File: config.mk
export PLATFORM = sky130hd
export DESIGN_NAME = mem_wb_stage_flat
export DESIGN_NICKNAME = d
export VERILOG_FILES = /design/src/rtl/mem_wb_stage_pkg.sv /design/src/rtl/mem_wb_stage_if.sv /design/src/rtl/mem_wb_stage_load_align.sv /design/src/rtl/mem_wb_stage.sv /design/src/flat_wrapper.sv
export SDC_FILE = /design/constraint.sdc
export NUM_CORES = 1
export LEC_CHECK = 0
export BUFFER_PORTS_ARGS = -buffer_cell sky130_fd_sc_hd__buf_4
export CORE_MARGIN = 3
export CORE_UTILIZATION = 47
export DETAILED_ROUTE_END_ITERATION = 6
export GPL_ROUTABILITY_DRIVEN = 0
export PLACE_DENSITY = 0.86
export REMOVE_ABC_BUFFERS = 1
export SYNTH_ARGS = -nofsm -noshare
export SYNTH_HDL_FRONTEND = slang
export SYNTH_SLANG_ARGS = --single-unit
File: constraint.sdc
create_clock -name clk -period 2.1 [get_ports clk]
set_input_delay 0.42 -clock clk [delete_from_list [all_inputs] [get_ports clk]]
set_output_delay 0.42 -clock clk [all_outputs]
set_load 0.005 [all_outputs]
File: src/rtl/mem_wb_stage_pkg.sv
// Shared types and constants for the MEM/WB writeback stage.
// Holds load funct3 codes, the FSM state encoding and a misalignment helper.
// No logic; imported by the interface, the aligner and the stage top.
package mem_wb_stage_pkg;

  localparam int XLEN_DEF    = 32;
  localparam int RADDR_W_DEF = 5;

  // Load funct3 codes (RV32I)
  localparam logic [2:0] F3_LB  = 3'b000;
  localparam logic [2:0] F3_LH  = 3'b001;
  localparam logic [2:0] F3_LW  = 3'b010;
  localparam logic [2:0] F3_LBU = 3'b100;
  localparam logic [2:0] F3_LHU = 3'b101;

  // Writeback FSM states, 2-bit encoding
  typedef enum logic [1:0] {
    WB_IDLE  = 2'd0,
    WB_WAIT  = 2'd1,
    WB_DRAIN = 2'd2
  } wb_state_t;

  // True when a halfword/word load is not naturally aligned
  function automatic logic is_misaligned(input logic [2:0] op, input logic [1:0] off);
    logic r;
    r = 1'b0;
    if ((op == F3_LH) || (op == F3_LHU)) r = off[0];
    else if (op == F3_LW)                r = (off != 2'b00);
    return r;
  endfunction

endpackage

File: src/rtl/mem_wb_stage_if.sv
// MEM-side, memory-controller, pipeline-control and regfile-write bundle.
// master = MEM stage / memory controller / ctrl side; slave = writeback stage.
// Signal names follow the pipeline's existing port names.
interface mem_wb_stage_if #(
  parameter int XLEN    = 32,
  parameter int RADDR_W = 5
);
  logic               mem_valid;
  logic               mem_wreg;
  logic [RADDR_W-1:0] mem_waddr;
  logic [XLEN-1:0]    mem_wdata;
  logic               mem_is_load;
  logic [2:0]         mem_load_op;
  logic [1:0]         mem_byte_off;
  logic               ld_rvalid;
  logic [XLEN-1:0]    ld_rdata;
  logic               stall_i;
  logic               flush_i;
  logic               wb_we;
  logic [RADDR_W-1:0] wb_waddr;
  logic [XLEN-1:0]    wb_wdata;
  logic               stallreq_o;

  modport master (
    output mem_valid, mem_wreg, mem_waddr, mem_wdata, mem_is_load,
           mem_load_op, mem_byte_off, ld_rvalid, ld_rdata, stall_i, flush_i,
    input  wb_we, wb_waddr, wb_wdata, stallreq_o
  );

  modport slave (
    input  mem_valid, mem_wreg, mem_waddr, mem_wdata, mem_is_load,
           mem_load_op, mem_byte_off, ld_rvalid, ld_rdata, stall_i, flush_i,
    output wb_we, wb_waddr, wb_wdata, stallreq_o
  );
endinterface

File: src/rtl/mem_wb_stage_load_align.sv
// Load aligner: picks the byte/half lane from a word and sign/zero-extends it.
// Latency: purely combinational.
// Backpressure: none; unknown funct3 yields zero data and o_valid_op=0.
module load_align
  import mem_wb_stage_pkg::*;
#(
  parameter int XLEN = 32
) (
  input  logic [2:0]      i_load_op,
  input  logic [1:0]      i_byte_off,
  input  logic [XLEN-1:0] i_rdata,
  output logic [XLEN-1:0] o_data,
  output logic            o_valid_op
);

  logic [7:0]  w_byte;
  logic [15:0] w_half;

  // Lane select: byte by full offset, half by offset[1] (offset[0] ignored)
  always_comb begin
    w_byte = i_rdata[7:0];
    case (i_byte_off)
      2'd0:    w_byte = i_rdata[7:0];
      2'd1:    w_byte = i_rdata[15:8];
      2'd2:    w_byte = i_rdata[23:16];
      default: w_byte = i_rdata[31:24];
    endcase
    w_half = i_byte_off[1] ? i_rdata[31:16] : i_rdata[15:0];
  end

  // Extension per funct3
  always_comb begin
    o_data     = '0;
    o_valid_op = 1'b1;
    case (i_load_op)
      F3_LB:   o_data = {{(XLEN-8){w_byte[7]}}, w_byte};
      F3_LBU:  o_data = {{(XLEN-8){1'b0}}, w_byte};
      F3_LH:   o_data = {{(XLEN-16){w_half[15]}}, w_half};
      F3_LHU:  o_data = {{(XLEN-16){1'b0}}, w_half};
      F3_LW:   o_data = i_rdata;
      default: o_valid_op = 1'b0;
    endcase
  end

endmodule

File: src/rtl/mem_wb_stage.sv
// MEM/WB stage: registers MEM results, waits for load data, drives a 1-cycle regfile write.
// Latency: 1 cycle for non-loads; 1 cycle after ld_rvalid for loads.
// Backpressure: stallreq_o high while a load is outstanding (WAIT/DRAIN); MEM_WB_MISALIGN_TRAP_EN adds misalign_o.
module mem_wb_stage
  import mem_wb_stage_pkg::*;
#(
  parameter int XLEN    = XLEN_DEF,
  parameter int RADDR_W = RADDR_W_DEF
) (
  input  logic          clk,
  input  logic          rst,
  mem_wb_stage_if.slave bus
`ifdef MEM_WB_MISALIGN_TRAP_EN
  ,
  output logic          misalign_o
`endif
);

  wb_state_t          r_state, w_state_nxt;

  logic               r_ld_wreg;
  logic [RADDR_W-1:0] r_ld_waddr;
  logic [2:0]         r_ld_op;
  logic [1:0]         r_ld_off;
  logic               w_capture;

  logic               r_wb_we,    w_we_nxt;
  logic [RADDR_W-1:0] r_wb_waddr, w_waddr_nxt;
  logic [XLEN-1:0]    r_wb_wdata, w_wdata_nxt;

  logic [XLEN-1:0]    w_align_data;
  logic               w_align_ok;

`ifdef MEM_WB_MISALIGN_TRAP_EN
  logic               w_misalign;
  logic               r_misalign, w_misalign_nxt;
  assign w_misalign = is_misaligned(r_ld_op, r_ld_off);
  assign misalign_o = r_misalign;
`endif

  // Alignment works on the latched load attributes and the returning word
  load_align #(.XLEN(XLEN)) u_load_align (
    .i_load_op  (r_ld_op),
    .i_byte_off (r_ld_off),
    .i_rdata    (bus.ld_rdata),
    .o_data     (w_align_data),
    .o_valid_op (w_align_ok)
  );

  // Next state and next writeback values; flush outranks normal state logic
  always_comb begin
    w_state_nxt = r_state;
    w_capture   = 1'b0;
    w_we_nxt    = 1'b0;
    w_waddr_nxt = r_wb_waddr;
    w_wdata_nxt = r_wb_wdata;
`ifdef MEM_WB_MISALIGN_TRAP_EN
    w_misalign_nxt = 1'b0;
`endif
    if (bus.flush_i) begin
      // In WAIT/DRAIN the load is still in flight; its return must be swallowed
      if (r_state != WB_IDLE) w_state_nxt = bus.ld_rvalid ? WB_IDLE : WB_DRAIN;
    end else begin
      case (r_state)
        WB_IDLE: begin
          if (bus.mem_valid && !bus.stall_i) begin
            if (bus.mem_is_load) begin
              w_capture   = 1'b1;
              w_state_nxt = WB_WAIT;
            end else begin
              w_we_nxt    = bus.mem_wreg && (bus.mem_waddr != '0);
              w_waddr_nxt = bus.mem_waddr;
              w_wdata_nxt = bus.mem_wdata;
            end
          end
        end
        WB_WAIT: begin
          if (bus.ld_rvalid) begin
            w_state_nxt = WB_IDLE;
            w_we_nxt    = r_ld_wreg && (r_ld_waddr != '0) && w_align_ok;
            w_waddr_nxt = r_ld_waddr;
            w_wdata_nxt = w_align_data;
`ifdef MEM_WB_MISALIGN_TRAP_EN
            w_misalign_nxt = w_misalign;
            if (w_misalign) w_we_nxt = 1'b0;
`endif
          end
        end
        WB_DRAIN: begin
          if (bus.ld_rvalid) w_state_nxt = WB_IDLE;
        end
        default: w_state_nxt = WB_IDLE;
      endcase
    end
  end

  // FSM state register
  always_ff @(posedge clk) begin
    if (rst) r_state <= WB_IDLE;
    else     r_state <= w_state_nxt;
  end

  // Writeback pipeline register and latched load attributes
  always_ff @(posedge clk) begin
    if (rst) begin
      r_wb_we    <= 1'b0;
      r_wb_waddr <= '0;
      r_wb_wdata <= '0;
      r_ld_wreg  <= 1'b0;
      r_ld_waddr <= '0;
      r_ld_op    <= '0;
      r_ld_off   <= '0;
`ifdef MEM_WB_MISALIGN_TRAP_EN
      r_misalign <= 1'b0;
`endif
    end else begin
      r_wb_we    <= w_we_nxt;
      r_wb_waddr <= w_waddr_nxt;
      r_wb_wdata <= w_wdata_nxt;
`ifdef MEM_WB_MISALIGN_TRAP_EN
      r_misalign <= w_misalign_nxt;
`endif
      if (w_capture) begin
        r_ld_wreg  <= bus.mem_wreg;
        r_ld_waddr <= bus.mem_waddr;
        r_ld_op    <= bus.mem_load_op;
        r_ld_off   <= bus.mem_byte_off;
      end
    end
  end

  assign bus.wb_we      = r_wb_we;
  assign bus.wb_waddr   = r_wb_waddr;
  assign bus.wb_wdata   = r_wb_wdata;
  assign bus.stallreq_o = (r_state != WB_IDLE);

endmodule

File: src/flat_wrapper.sv
// flat-port wrapper written by rule: the top's interface ports become plain ports
module mem_wb_stage_flat import mem_wb_stage_pkg::*;
#(
  parameter int XLEN    = XLEN_DEF,
  parameter int RADDR_W = RADDR_W_DEF
)
  (clk, rst, bus_mem_valid, bus_mem_wreg, bus_mem_waddr, bus_mem_wdata, bus_mem_is_load, bus_mem_load_op, bus_mem_byte_off, bus_ld_rvalid, bus_ld_rdata, bus_stall_i, bus_flush_i, bus_wb_we, bus_wb_waddr, bus_wb_wdata, bus_stallreq_o);
  mem_wb_stage_if #(.XLEN(XLEN), .RADDR_W(RADDR_W)) bus_i ();
  input  logic clk;
  input  logic rst;
  input wire logic [$bits(bus_i.mem_valid)-1:0] bus_mem_valid;
  input wire logic [$bits(bus_i.mem_wreg)-1:0] bus_mem_wreg;
  input wire logic [$bits(bus_i.mem_waddr)-1:0] bus_mem_waddr;
  input wire logic [$bits(bus_i.mem_wdata)-1:0] bus_mem_wdata;
  input wire logic [$bits(bus_i.mem_is_load)-1:0] bus_mem_is_load;
  input wire logic [$bits(bus_i.mem_load_op)-1:0] bus_mem_load_op;
  input wire logic [$bits(bus_i.mem_byte_off)-1:0] bus_mem_byte_off;
  input wire logic [$bits(bus_i.ld_rvalid)-1:0] bus_ld_rvalid;
  input wire logic [$bits(bus_i.ld_rdata)-1:0] bus_ld_rdata;
  input wire logic [$bits(bus_i.stall_i)-1:0] bus_stall_i;
  input wire logic [$bits(bus_i.flush_i)-1:0] bus_flush_i;
  output wire logic [$bits(bus_i.wb_we)-1:0] bus_wb_we;
  output wire logic [$bits(bus_i.wb_waddr)-1:0] bus_wb_waddr;
  output wire logic [$bits(bus_i.wb_wdata)-1:0] bus_wb_wdata;
  output wire logic [$bits(bus_i.stallreq_o)-1:0] bus_stallreq_o;
  assign bus_i.mem_valid = bus_mem_valid;
  assign bus_i.mem_wreg = bus_mem_wreg;
  assign bus_i.mem_waddr = bus_mem_waddr;
  assign bus_i.mem_wdata = bus_mem_wdata;
  assign bus_i.mem_is_load = bus_mem_is_load;
  assign bus_i.mem_load_op = bus_mem_load_op;
  assign bus_i.mem_byte_off = bus_mem_byte_off;
  assign bus_i.ld_rvalid = bus_ld_rvalid;
  assign bus_i.ld_rdata = bus_ld_rdata;
  assign bus_i.stall_i = bus_stall_i;
  assign bus_i.flush_i = bus_flush_i;
  assign bus_wb_we = bus_i.wb_we;
  assign bus_wb_waddr = bus_i.wb_waddr;
  assign bus_wb_wdata = bus_i.wb_wdata;
  assign bus_stallreq_o = bus_i.stallreq_o;
  mem_wb_stage #(.XLEN(XLEN), .RADDR_W(RADDR_W)) u_core (.clk(clk), .rst(rst), .bus(bus_i));
endmodule
# Yosys cells after proc, flatten, opt, wreduce, memory -nomap -nowiden
# Index checks and enable logic that the tools add are counted.
[classes]
muxes = 27
reduce_logical = 17
add_sub_neg = 0
eq_ne = 15
div = 0
shifts = 0
n_lt_le_gt_ge = 0
mul = 0
n_bitwise = 1
[op_table]
columns = ["operator", "count"]
rows = [
  ["$pmux W32 S5", 1],
  ["$mux W32", 3],
  ["$pmux W32 S2", 1],
  ["$pmux W8 S3", 1],
  ["$mux W16", 1],
  ["$mux W5", 3],
  ["$mux W2", 6],
  ["$pmux W5 S2", 1],
  ["$reduce_bool A5 Y1", 2],
  ["$mux W1", 8],
  ["$eq A3 B3 Y1 const B", 2],
  ["$reduce_and A5 Y1", 1],
  ["$reduce_or A5 Y1", 1],
  ["$eq A2 B1 Y1 const B", 2],
  ["$eq A2 B2 Y1 const B", 2],
  ["$logic_and A1 B1 Y1", 4],
  ["$logic_not A2 Y1", 2],
  ["$ne A2 B1 Y1 const B", 2],
  ["$ne A2 B2 Y1 const B", 2],
  ["$pmux W2 S2", 1],
  ["$reduce_and A4 Y1", 1],
  ["$reduce_bool A2 Y1", 2],
  ["$reduce_or A2 Y1", 2],
  ["$eq A3 B1 Y1 const B", 1],
  ["other kinds (8)", 8],
]
[word_totals]
in_bits = 82
rom_bits = 0
output_inout_bits = 39
latchBits = 0
ff_bits = 51
ram_bits = 0
n_memories = 0

# Depth between registers and ports, before layout
# Gate-level depths: netlist of run 1.
[logic_depth]
depth_word = 6
depth_mapped = 9

# Cells and area by module
# From an unflattened synthesis of run 1, not the netlist that was laid out.
[unflattened]
cells_unflattened = 364
area_unflattened_um2 = 3490.8
[by_module_without_submodules]
columns = ["module", "cells_each", "instances", "area_each_um2", "seq_area_each_um2"]
rows = [
  ["mem_wb_stage", 232, 1, 2427.3, 1021.0],
  ["load_align", 132, 1, 1063.5, 0.0],
]

# Worst setup path before layout of run 1
# No wires, ideal clock.
[synth_timing]
path_kind = "register to register"
start = "register u_core.r_state[0]"
end = "register u_core.r_wb_wdata[18], in the netlist u_core.bus.wb_wdata[18]"
t_arrival_ps = 1600
setup_slack_ps = 405
path_stages_with_launch = 10
required_time_ps = 2005
cell_sequence = "dfxtp_1 -> inv_1 -> ha_1 -> buf_2 -> mux2_4 -> o211ai_2 -> buf_6 -> buf_12 -> a21oi_1 -> a221oi_1"
[synth_via]
elab_chain_cells = 3
[synth_lines]
columns = ["element", "line", "rtl"]
rows = [
  ["from (decl)", "mem_wb_stage.sv:19", "wb_state_t r_state, w_state_nxt;"],
  ["from (signal assigned)", "mem_wb_stage.sv:100", "else r_state <= w_state_nxt;"],
  ["$eq A2 B1 Y1 / $logic_not A2 Y1 (equally long branches)", "mem_wb_stage.sv:64", "case (r_state)"],
  ["$ne A2 B2 Y1 (no source line), or another cell as far along", "-", ""],
  ["$reduce_and A5 Y1 (no source line)", "-", ""],
  ["to (signal assigned)", "mem_wb_stage.sv:119", "r_wb_wdata <= w_wdata_nxt;"],
  ["to (decl)", "mem_wb_stage.sv:29", "logic [XLEN-1:0] r_wb_wdata, w_wdata_nxt;"],
]
# Parallel ways exist; a longest one is shown, timed or not.
# A chain may end at the register's enable or synchronous reset.

# Worst setup path in the final report of run 1
[layout_timing]
start = "register u_core.r_state[1]"
end = "register u_core.r_wb_wdata[17], in the netlist u_core.bus.wb_wdata[17]"
# The elaborated chain is that of the path after synthesis.

==> summary.md, run 1 <==
| Metric | Value |
|---|---|
| Status | complete, no violations |
| Largest net degree at the start of global routing | 54 |
| Tmin final | 1.990 ns |
| Share of post-route cells with drive strength above 1 | 0.3354 |
| Synth Instances | 389 |
| Yosys cell types | 45 |
| Final Worst Setup Slack | 0.1099 ns |
| Core ar. | 0.006907 mm2 |
| Final-report setup violation count | 0 |
| Final core occ | 0.6393 |
| Number of synthesized flops with an enable pin | 0 |
| Hold WC Path Type | in2reg |
| Main synth FF type | dfxtp_1 |
| Slew @ Worst Pin | 0.6662 ns |
| DRC violations left | 0 |
| Mapped Area | 0.003402 mm2 |
| Initial DRC count | 381 |
| Syn. warnings | 0 |
| Post-CTS Setup Bufs | 0 |
| Crit-path max FO | 26 |
| Fillers | 607 |
| RSZ-0062 raised after global routing | false |
| DR pass1 iterations | 5 |
| DIE AREA | 0.008296 mm2 |
| Period utilization | 0.9476 |
| Largest family of logic cells by synthesized area | compound AO/OA/AOI/OAI gates |
| Vias/cell | 6.211 |
| Grt total ovfl | 0 |
| Clk buf depth | 2 |
| CTS root buffer | clkbuf_8 |
| Total Wirelength | 10.95 mm |
| Tot Pwr | 2.176 mW |
| PortBufs | 120 |
| Pre-CTS WS | -0.01424 ns |
| Async S/R FF share, synth | 0 |
| Num CTS Buffers | 5 |
| Slew Limit Headroom | 0.5542 |
| Die H | roughly 91 um |
| Post-synthesis mux area share | 0.1170 |
| Leakage | roughly 1.8 nW |
| Crit Path Class | reg2reg |
| Synth area leader | dfxtp_1 |
| Power Density | 492.8 mW/mm2 |
| Area delta synth->final | 29.79% |
| CP startpoint kind | flip-flop |
| Cts hold-fix bufs | 0 |
| Tot GR Track Use | 0.2508 |
| CTS H-Tree Depth | 2 |
| Fin. max-slew vios | 0 |
| Sequential share of the synthesized area | 0.3001 |
| Compound-Gate Fraction of Synth Area | 0.3623 |
| Seq cells post-synth | 51 |
| Max-cap violation count | 0 |
| Vias | 3652 |
| First-pass GRT wire length | 17.39 mm |
| Adder-Cell Fraction of Synth Area | 0.007356 |
| Most area-consuming cells after synthesis | dfxtp_1 30%, mux2i_1 11%, a21oi_1 6.3% |
| F_max | 0.5025 GHz |
| ANT nets after route | 0 |
| Worst Setup End Kind | flip-flop |
| Final Hold Fails | 0 |
| Width of the chip | 91.08 um |
| Setup TNS | 0 ns |
| TritonCTS clock tree | built |
| Critical path arrival | 2.20 ns |
| I/O pin cnt | approximately 120 |
| Sink Count | 51 |
| Hpwl dp | 7.948 mm |
| N_diodes | 0 |
| Initial antenna violation count | 0 |
| Yosys top cell area share | 0.3001 |
| Number of global-route vias before repair | approximately 3600 |
| Starting density of the core | 0.4926 |
| CP required | 2.31 ns |
| Nets | 576 |
| Site Rows | 30 |
| Max VDD drop | 295.8 uV |
| Final Skew | 0.007290 ns |
| Post-detailed-route wirelength per cell | 18.62 um |
| Clk_lat worst skew | 0.31 ns |
| Post-Synth Simple-Gate Area | 0.1287 |
| Syn_area_per_cell | approximately 8.7 um2 |
| Clk pin slew, worst setup/hold paths | around 0.1 ns |
| Final hold slack | slightly above 0.3 ns |
| XOR/XNOR Fraction of Synth Area | 0 |
synth_stat cells, types with 2 or more instances:
cell type,n
o311ai_1,6
nor3b_1,2
buf_4,6
buf_2,16
buf_6,6
nand3_1,13
a221oi_2,10
nand2b_1,2
a221oi_1,22
nor2b_1,9
clkbuf_1,15
nor3_1,8
nand2_1,14
o2bb2ai_1,14
a211oi_1,22
or4_1,2
dfxtp_1,51
ha_1,2
inv_1,5
a21oi_1,43
mux2i_1,36
o21bai_1,24
o21ai_0,8
nor2_1,31
o2111ai_1,2
worst max-delay path, stage by stage, from the launching register on:
cell,delay [ns]
dfxtp_1,0.32
inv_1,0.08
ha_1,0.32
mux2_4,0.36
o211ai_4,0.09
buf_4,0.31
a221oi_1,0.10
a221oi_1,0.31
placed cells by master, fill, tap and decap left out, types with 2 or more instances in the layout:
master	instances
nor2b_1	9
a221oi_2	10
nand2b_1	2
o311ai_1	6
ha_1	2
nand3_1	13
dfxtp_1	51
mux2i_1	36
buf_4	139
nand2_1	14
o21bai_1	24
nor3b_1	2
a211oi_1	22
nor2_1	31
o2111ai_1	2
o21ai_0	8
clkbuf_8	5
a21oi_1	43
or4_1	2
nor3_1	8
o2bb2ai_1	14
inv_1	5
a221oi_1	22
logic make-up after synthesis:
| logic type | Yosys count |
|---|---|
| buffers and inverters | 49 |
| AND/OR/NAND/NOR | 88 |
| adder cells (fa/ha/maj) | 2 |
| flip-flops | 51 |
| AO/OA/AOI/OAI | 161 |
| multiplexers | 38 |
final cells by class:
cell class	instances	area, um2	share of cell area
clock inverters	2	13.76	0.003117
flip-flops and latches	51	1021	0.2312
repair buffers	140	1064	0.2409
multi-input cells	289	2110	0.4778
well taps	96	120.1	0.02720
inverters	5	18.77	0.004251
clock buffers	5	68.82	0.01559
through the flow:
step	area, um2	instances
after floorplan	3133	345
after global placement	4325	581
after detailed placement	4325	581
after CTS	4408	588
after global routing	4415	588
final	4415	588
registers in the layout (all words and copies together) (netlist names):
signal,flops
u_core.r_state,2
u_core.bus.wb_waddr,5
u_core.r_ld_wreg,1
u_core.r_ld_off,2
u_core.r_ld_op,3
u_core.bus.wb_wdata,32
u_core.r_ld_waddr,5
u_core.bus.wb_we,1
routing by layer:
metal | share of wire | wire length [um] | track usage | up-vias
met2 | 0.50 | 5461 | 0.4267 | 194
met5 | 0 | 0 | 0 | -
met1 | 0.41 | 4439 | 0.3227 | 1737
met4 | 0.018 | 200 | 0.07538 | 0
met3 | 0.077 | 846 | 0.04474 | 22
li1 | - | - | - | 1699
power breakdown:
part / total, mW / switching, mW / leakage (nW) / internal (mW)
clock: 0.577 / 0.348 / 0.0440 / 0.229
sequential: 1.05 / 0.0309 / 0.415 / 1.02
combinational: 0.552 / 0.277 / 1.35 / 0.275
path summary, 6_finish.rpt:
check        cells past startpoint                       to  slack, ns              start
max                              7  u_core.bus.wb_wdata[17]       0.11  u_core.r_state[1]
min                              2         u_core.bus.wb_we       0.31        bus_flush_i
max reg2reg                      7  u_core.bus.wb_wdata[17]       0.11  u_core.r_state[1]
min reg2reg                      2         u_core.r_ld_wreg       0.47   u_core.r_ld_wreg
what timing repair did:
item,CTS,global route
setup endpoints to repair,0,16
endpoints found under the hold margin,0,0
gates resized for setup,0,1
No activity file was read; power rests on OpenSTA's default activity.
==> run 2, diff against run 1 <==
Settings changed: CTS_BUF_LIST from default to sky130_fd_sc_hd__clkbuf_16.
==> run 2 against run 1 <==
  * Cell area up 1.3%
  * Worst hold slack better by 0.025 ns
  * Critical path depth is 3 lower
  * Global-route usage is 0.16 points higher
  * Register-to-register slack improved by 0.05 ns
  * Sequential share of layout area shrank 0.29 points
==> summary.md, run 2 (synthesis gave the netlist of run 1 again) <==
| Metric | Value |
|---|---|
| Number of global-route vias before repair | 3544 (-0.98%) |
| ANT nets after route | 0 (unchanged) |
| Commonest non-fill, non-tap cell in the layout | buf_4 |
| Max reg flops | 32 (unchanged) |
| Clk buf depth | 2 (unchanged) |
| Width of the chip | 91.08 um (unchanged) |
| Hold Path Sink | u_core.bus.wb_we |
| Crit-path max cell delay | 0.56 ns (+0.20 ns) |
| Finished Layout Cells | 588 (unchanged) |
| Hpwl dp | 7.948 mm (unchanged) |
| Initial antenna violation count | 0 (unchanged) |
| Final-report setup violation count | 0 (unchanged) |
| Slew Limit Headroom | 0.5428 (-0.01141) |
| FF-to-FF path depth | 4 (-3) |
| CTS root buffer | clkbuf_16 |
| Min-delay src | bus_flush_i |
| Worst reg2reg path startpoint | u_core.r_ld_off[1] |
| CP cell instances | or2b_1 -> o22ai_2 -> a21oi_1 -> a211oi_1 |
| Vias | 3681 (+0.79%) |
| Worst Setup End Kind | flip-flop |
| # placed instances | 581 (unchanged) |
| Fin. max-slew vios | 0 (unchanged) |
| Slew @ Worst Pin | 0.6833 ns (+0.01706 ns) |
| Post-detailed-route wirelength per cell | 18.74 um (+0.67%) |
| Final Worst Setup Slack | 0.1600 ns (+0.05010 ns) |
| Most frequent cells in the layout | 139 x buf_4, 51 x dfxtp_1, 43 x a21oi_1 |
| Period utilization | 0.9238 (-0.02386) |
| DRC violations left | 0 (unchanged) |
| Starting density of the core | 0.4926 (unchanged) |
| R2r setup slk | 0.16 ns (+0.05 ns) |
| Tot GR Track Use | 0.2524 (+0.001567) |
| Final Hold Fails | 0 (unchanged) |
| Die H | 91.08 um (unchanged) |
| Critical path arrival | 2.14 ns (-0.06 ns) |
| Placed Area | 0.004325 mm2 (unchanged) |
| Hold Path Stages | 2 (unchanged) |
| CTS H-Tree Depth | 2 (unchanged) |
| Final instance area | 0.004472 mm2 (+1.3%) |
| RSZ-0062 raised after global routing | false |
| TritonCTS clock tree | built |
| Final Skew | 0.004078 ns (-0.003212 ns) |
| Clk_lat worst skew | 0.29 ns (-0.02 ns) |
| Max VDD drop | 319.6 uV (+8.1%) |
| Max-cap violation count | 0 (unchanged) |
| CP max stage cell | dfxtp_1 |
| Site Rows | 30 (unchanged) |
| I/O pin cnt | 121 (unchanged) |
| Initial DRC count | 377 (-1.0%) |
| Share of post-route cells with drive strength above 1 | 0.3354 (unchanged) |
| F_max | 0.5155 GHz (+2.6%) |
| Worst R2R End | u_core.bus.wb_wdata[14] |
| DIE AREA | 0.008296 mm2 (unchanged) |
| Cts hold-fix bufs | 0 (unchanged) |
| CP required | 2.30 ns (about the same) |
| Largest net degree at the start of global routing | 54 (unchanged) |
| Grt total ovfl | 0 (unchanged) |
| First-pass GRT wire length | 17.39 mm (unchanged) |
| PortBufs | 120 (unchanged) |
| Tmin final | 1.940 ns (-0.05010 ns) |
| Pre-CTS WS | -0.01424 ns (unchanged) |
| N_diodes | 0 (unchanged) |
| Power Density | 539.2 mW/mm2 (+9.4%) |
| Area delta synth->final | 31.45% |
| Num CTS Buffers | 5 (unchanged) |
| Leakage | 1.835 nW (+1.4%) |
| Vias/cell | 6.260 (+0.79%) |
| Crit-path max FO | 9 (-65%) |
| Core ar. | 0.006907 mm2 (unchanged) |
| Total Wirelength | 11.02 mm (+0.67%) |
| Nets | 576 (unchanged) |
| CP startpoint kind | flip-flop |
| Final hold slack | 0.3313 ns (+0.02462 ns) |
| Crit Path Class | reg2reg |
| DR pass1 iterations | 6 (+1) |
| Status | complete, no violations |
| Hold WC Path Type | in2reg |
| Clk pin slew, worst setup/hold paths | 0.07 ns (-0.03 ns) |
| Sink Count | 51 (unchanged) |
| Tot Pwr | 2.411 mW (+11%) |
[run 2: cell count changes in the layout (fill, tap and decap cells not counted)]
cell       change
clkbuf_16      +5
clkbuf_8       -5
[run 2: critical path, delay by kind of cell, from the launching register on]
kind,cells,cell delay [ns]
AND/OR/NAND/NOR,1,0.40
flip-flops,1,0.56
AO/OA/AOI/OAI,3,0.89
[run 2: report_power, final]
group	internal [mW]	total (mW)	switching [mW]	leakage (nW)
clock	0.436	0.813	0.376	0.0696
sequential	1.02	1.05	0.0315	0.415
combinational	0.275	0.552	0.276	1.35
total	1.73	2.41	0.684	1.83
[run 2: through the flow]
stage          utilization   TNS, ns
6_report            0.6475         0
4_1_cts             0.6464         0
3_3_place_gp        0.6263         0
2_1_floorplan            -    -16.27
3_5_place_dp        0.6263  -0.01424
5_1_grt             0.6475         0
[run 2: metal layers]
layer | up-vias | wire [um] | track usage
met3 | 32 | 858 | 0.04308
met4 | 0 | 281 | 0.07915
met5 | - | 0 | 0
li1 | 1700 | - | -
met1 | 1737 | 4490 | 0.3176
met2 | 212 | 5391 | 0.4378
[run 2: area by class of cell]
type | instances | area, um2
fillers | 595 | 2435
multi-input cells | 289 | 2110
repair buffers | 140 | 1064
flip-flops and latches | 51 | 1021
clock buffers | 5 | 125.1
well taps | 96 | 120.1
inverters | 5 | 18.77
clock inverters | 2 | 13.76
[run 2: how the worst max path moves through the flow]
stage	endpoint	slack [ns]	depth (start not counted)	startpoint
finish	u_core.bus.wb_wdata[14]	0.16	4	u_core.r_ld_off[1]
global route	u_core.bus.wb_wdata[16]	0.02	7	u_core.r_state[1]
CTS	u_core.bus.wb_wdata[17]	0.03	4	u_core.r_ld_off[0]
detailed placement	u_core.bus.wb_wdata[17]	-0.01	5	bus_ld_rdata[31]
global placement	u_core.bus.wb_wdata[31]	0.12	5	bus_ld_rdata[31]
floorplan	u_core.bus.wb_wdata[30]	-0.55	6	u_core.r_state[0]
[run 2: repair_timing]
| action | 4_1_cts | 5_1_grt |
|---|---|---|
| setup endpoints to repair | 0 | 14 |
| setup buffers | 0 | 0 |
| hold endpoints to repair | 0 | 0 |
| resized for setup | 0 | 1 |
==> run 3, diff against run 2 <==
Settings changed: CELL_PAD_IN_SITES_DETAIL_PLACEMENT from default to 0, CELL_PAD_IN_SITES_GLOBAL_PLACEMENT from default to 2, CORE_UTILIZATION 47 to 29, CTS_BUF_LIST sky130_fd_sc_hd__clkbuf_16 to sky130_fd_sc_hd__clkbuf_2 sky130_fd_sc_hd__clkbuf_4 sky130_fd_sc_hd__clkbuf_8, PLACE_DENSITY 0.86 to 0.91.
==> run 3 against run 2 <==
  * Largest power group unchanged
  * Total power fell by 7.4%
  * Sequential power barely moved
  * Clock power fell by 23%
  * Cell area rose by 0.87%
  * Worst hold slack got worse by 0.048 ns
  * Routed wire length rose by 5.8%
  * Worst setup slack improved by 0.061 ns
  * Fmax rose by 3.3%
  * First-iteration DRC count fell by 16%
  * Critical path depth did not move
  * Cell count rose by 8.2%
  * Combinational power barely moved
==> summary.md, run 3 (synthesis gave the netlist of run 1 again) <==
| Metric | Value |
|---|---|
| Status | complete, no violations |
| N_diodes | 0 (unchanged) |
| Commonest non-fill, non-tap cell in the layout | buf_4 |
| Grt total ovfl | 0 (unchanged) |
| Worst reg2reg path startpoint | u_core.r_ld_off[1] |
| Slew @ Worst Pin | 0.5591 ns (-0.1242 ns) |
| Fin. max-slew vios | 0 (unchanged) |
| DR pass1 iterations | 5 (-1) |
| Most frequent cells in the layout | 141 x buf_4, 51 x dfxtp_1, 43 x a21oi_1 |
| Post-CTS Setup Bufs | 0 (unchanged) |
| DRC violations left | 0 (unchanged) |
| Vias/cell | 5.469 (-13%) |
| Cell family with most CP delay | compound AO/OA/AOI/OAI gates |
| FF-to-FF path depth | 4 (unchanged) |
| Crit-path max cell delay | 0.55 ns (about the same) |
| First-pass GRT wire length | 18.30 mm (+5.2%) |
| CP required | 2.33 ns (+0.03 ns) |
| Min-delay src | bus_flush_i |
| Power Density | 494.8 mW/mm2 (-8.2%) |
| Top routing layer in use | met4 |
| Final hold slack | 0.2832 ns (-0.04805 ns) |
| Max-cap violation count | 0 (unchanged) |
| Num CTS Buffers | 5 (unchanged) |
| Final Worst Setup Slack | 0.2215 ns (+0.06141 ns) |
| Hold WC Path Type | in2reg |
| Final core occ | 0.4054 (-0.2420) |
| Post-CTS Resized | 0 (unchanged) |
| Tmin final | 1.879 ns (-0.06141 ns) |
| Max VDD drop | 347.5 uV (+8.7%) |
| Leakage | 1.831 nW (-0.22%) |
| Clk_lat worst skew | 0.32 ns (+0.03 ns) |
| PortBufs | 120 (unchanged) |
| Multi-input logic area | 0.002102 mm2 (-0.36%) |
| Crit-path max FO | 9 (unchanged) |
| Max reg flops | 32 (unchanged) |
| Largest net degree at the start of global routing | 54 (unchanged) |
| Tot Pwr | 2.232 mW (-7.4%) |
| Starting density of the core | 0.3058 (-0.1868) |
| Share of post-route cells with drive strength above 1 | 0.3407 (+0.005360) |
| Area delta synth->final | 32.59% |
| TritonCTS clock tree | built |
| Nets | 579 (+0.52%) |
| Clk pin slew, worst setup/hold paths | 0.11 ns (+0.04 ns) |
| Vias | 3478 (-5.5%) |
| Worst Setup End Kind | flip-flop |
| Slew Limit Headroom | 0.6259 (+0.08313) |
| Total Wirelength | 11.66 mm (+5.8%) |
| Die H | 114.3 um (+26%) |
| RSZ-0062 raised after global routing | false |
| Core ar. | 0.01113 mm2 (+61%) |
| DIE AREA | 0.01307 mm2 (+58%) |
| CTS root buffer | clkbuf_8 |
| Met1 wire length | 5.198 mm (+16%) |
| I/O pin cnt | 121 (unchanged) |
| CP max stage cell | dfxtp_1 |
| Hpwl dp | 8.608 mm (+8.3%) |
| Sink Count | 51 (unchanged) |
| CP bufs+invs | 0 (unchanged) |
| Final-report setup violation count | 0 (unchanged) |
| Cts hold-fix bufs | 0 (unchanged) |
| Width of the chip | 114.3 um (+26%) |
| Critical path arrival | 2.11 ns (-0.03 ns) |
| Hold Path Stages | 2 (unchanged) |
| Number of global-route vias before repair | 3394 (-4.2%) |
| WL met3 | 912 um (+6.3%) |
| Fillers | 1149 (+93%) |
| R2r setup slk | 0.22 ns (+0.06 ns) |
| CTS H-Tree Depth | 2 (unchanged) |
| Initial antenna violation count | 0 (unchanged) |
| Worst R2R End | u_core.bus.wb_wdata[9] |
| Final Skew | 0.01081 ns (+0.006731 ns) |
| Tot GR Track Use | 0.1740 (-0.07839) |
| CP startpoint kind | flip-flop |
| Post-detailed-route wirelength per cell | 18.33 um (-2.2%) |
| WL met2 | 5.430 mm (+0.72%) |
| Hold Path Sink | u_core.bus.wb_we |
| Site Rows | 38 (+27%) |
| Period utilization | 0.8945 (-0.02924) |
| Register area | 0.001021 mm2 (unchanged) |
| Initial DRC count | 316 (-16%) |
| Crit Path Class | reg2reg |
| Final Hold Fails | 0 (unchanged) |
| CP cell instances | or2b_1 -> o22ai_2 -> a21oi_1 -> a211oi_1 |
| Pre-CTS WS | 0.2740 ns (+0.2883 ns) |
| F_max | 0.5323 GHz (+3.3%) |
| Clk buf depth | 2 (unchanged) |
| ANT nets after route | 0 (unchanged) |
run 3: cell types whose count changed in the layout (fill, tap and decap cells not counted):
cell,previous run,this run
clkbuf_8,0,5
clkbuf_16,5,0
o21ai_2,0,1
clkinv_2,1,0
buf_4,139,141
buf_12,1,2
inv_6,0,2
o21ai_4,1,0
run 3: through the flow:
stage | cells | setup TNS, ns | instance area, um2
3_3_place_gp | 628 | 0 | 4415
5_1_grt | 636 | 0 | 4511
6_report | 636 | 0 | 4511
2_1_floorplan | 345 | -16.27 | 3133
3_5_place_dp | 628 | 0 | 4415
4_1_cts | 636 | 0 | 4511
run 3: how the worst max path moves through the flow:
stage,slack [ns],end,cells past startpoint,start
floorplan,-0.55,u_core.bus.wb_wdata[30],6,u_core.r_state[0]
global placement,0.33,u_core.bus.wb_wdata[14],4,u_core.r_ld_off[1]
detailed placement,0.27,u_core.bus.wb_wdata[16],7,u_core.r_state[1]
CTS,0.23,u_core.bus.wb_wdata[9],4,u_core.r_ld_off[1]
global route,0.09,u_core.bus.wb_wdata[12],4,u_core.r_ld_off[1]
finish,0.22,u_core.bus.wb_wdata[9],4,u_core.r_ld_off[1]
run 3: metal layers:
metal,GRT usage,vias up
met5,0,-
met4,0.02771,0
met3,0.03911,11
met2,0.2771,121
met1,0.2451,1647
li1,-,1699
run 3: cell type report:
| class | count | share of cell area |
|---|---|---|
| clock inverter | 3 | 0.005825 |
| timing repair buffer | 143 | 0.2435 |
| tap | 140 | 0.03883 |
| multi-input combinational | 289 | 0.4660 |
| clock buffer | 5 | 0.01526 |
| sequential | 51 | 0.2264 |
| inverter | 5 | 0.004161 |
run 3: report_power, final:
part           total [mW]  switching (mW)  internal [mW]
combinational       0.555           0.273          0.282
sequential           1.05          0.0322           1.02
clock               0.629           0.383          0.247
total                2.23           0.688           1.54
run 3: worst reg2reg max path, cell delays in order (launching register included):
cell and delay [ns]:
dfxtp_1 0.55, or2b_1 0.40, o22ai_2 0.45, a21oi_1 0.13
a211oi_1 0.27
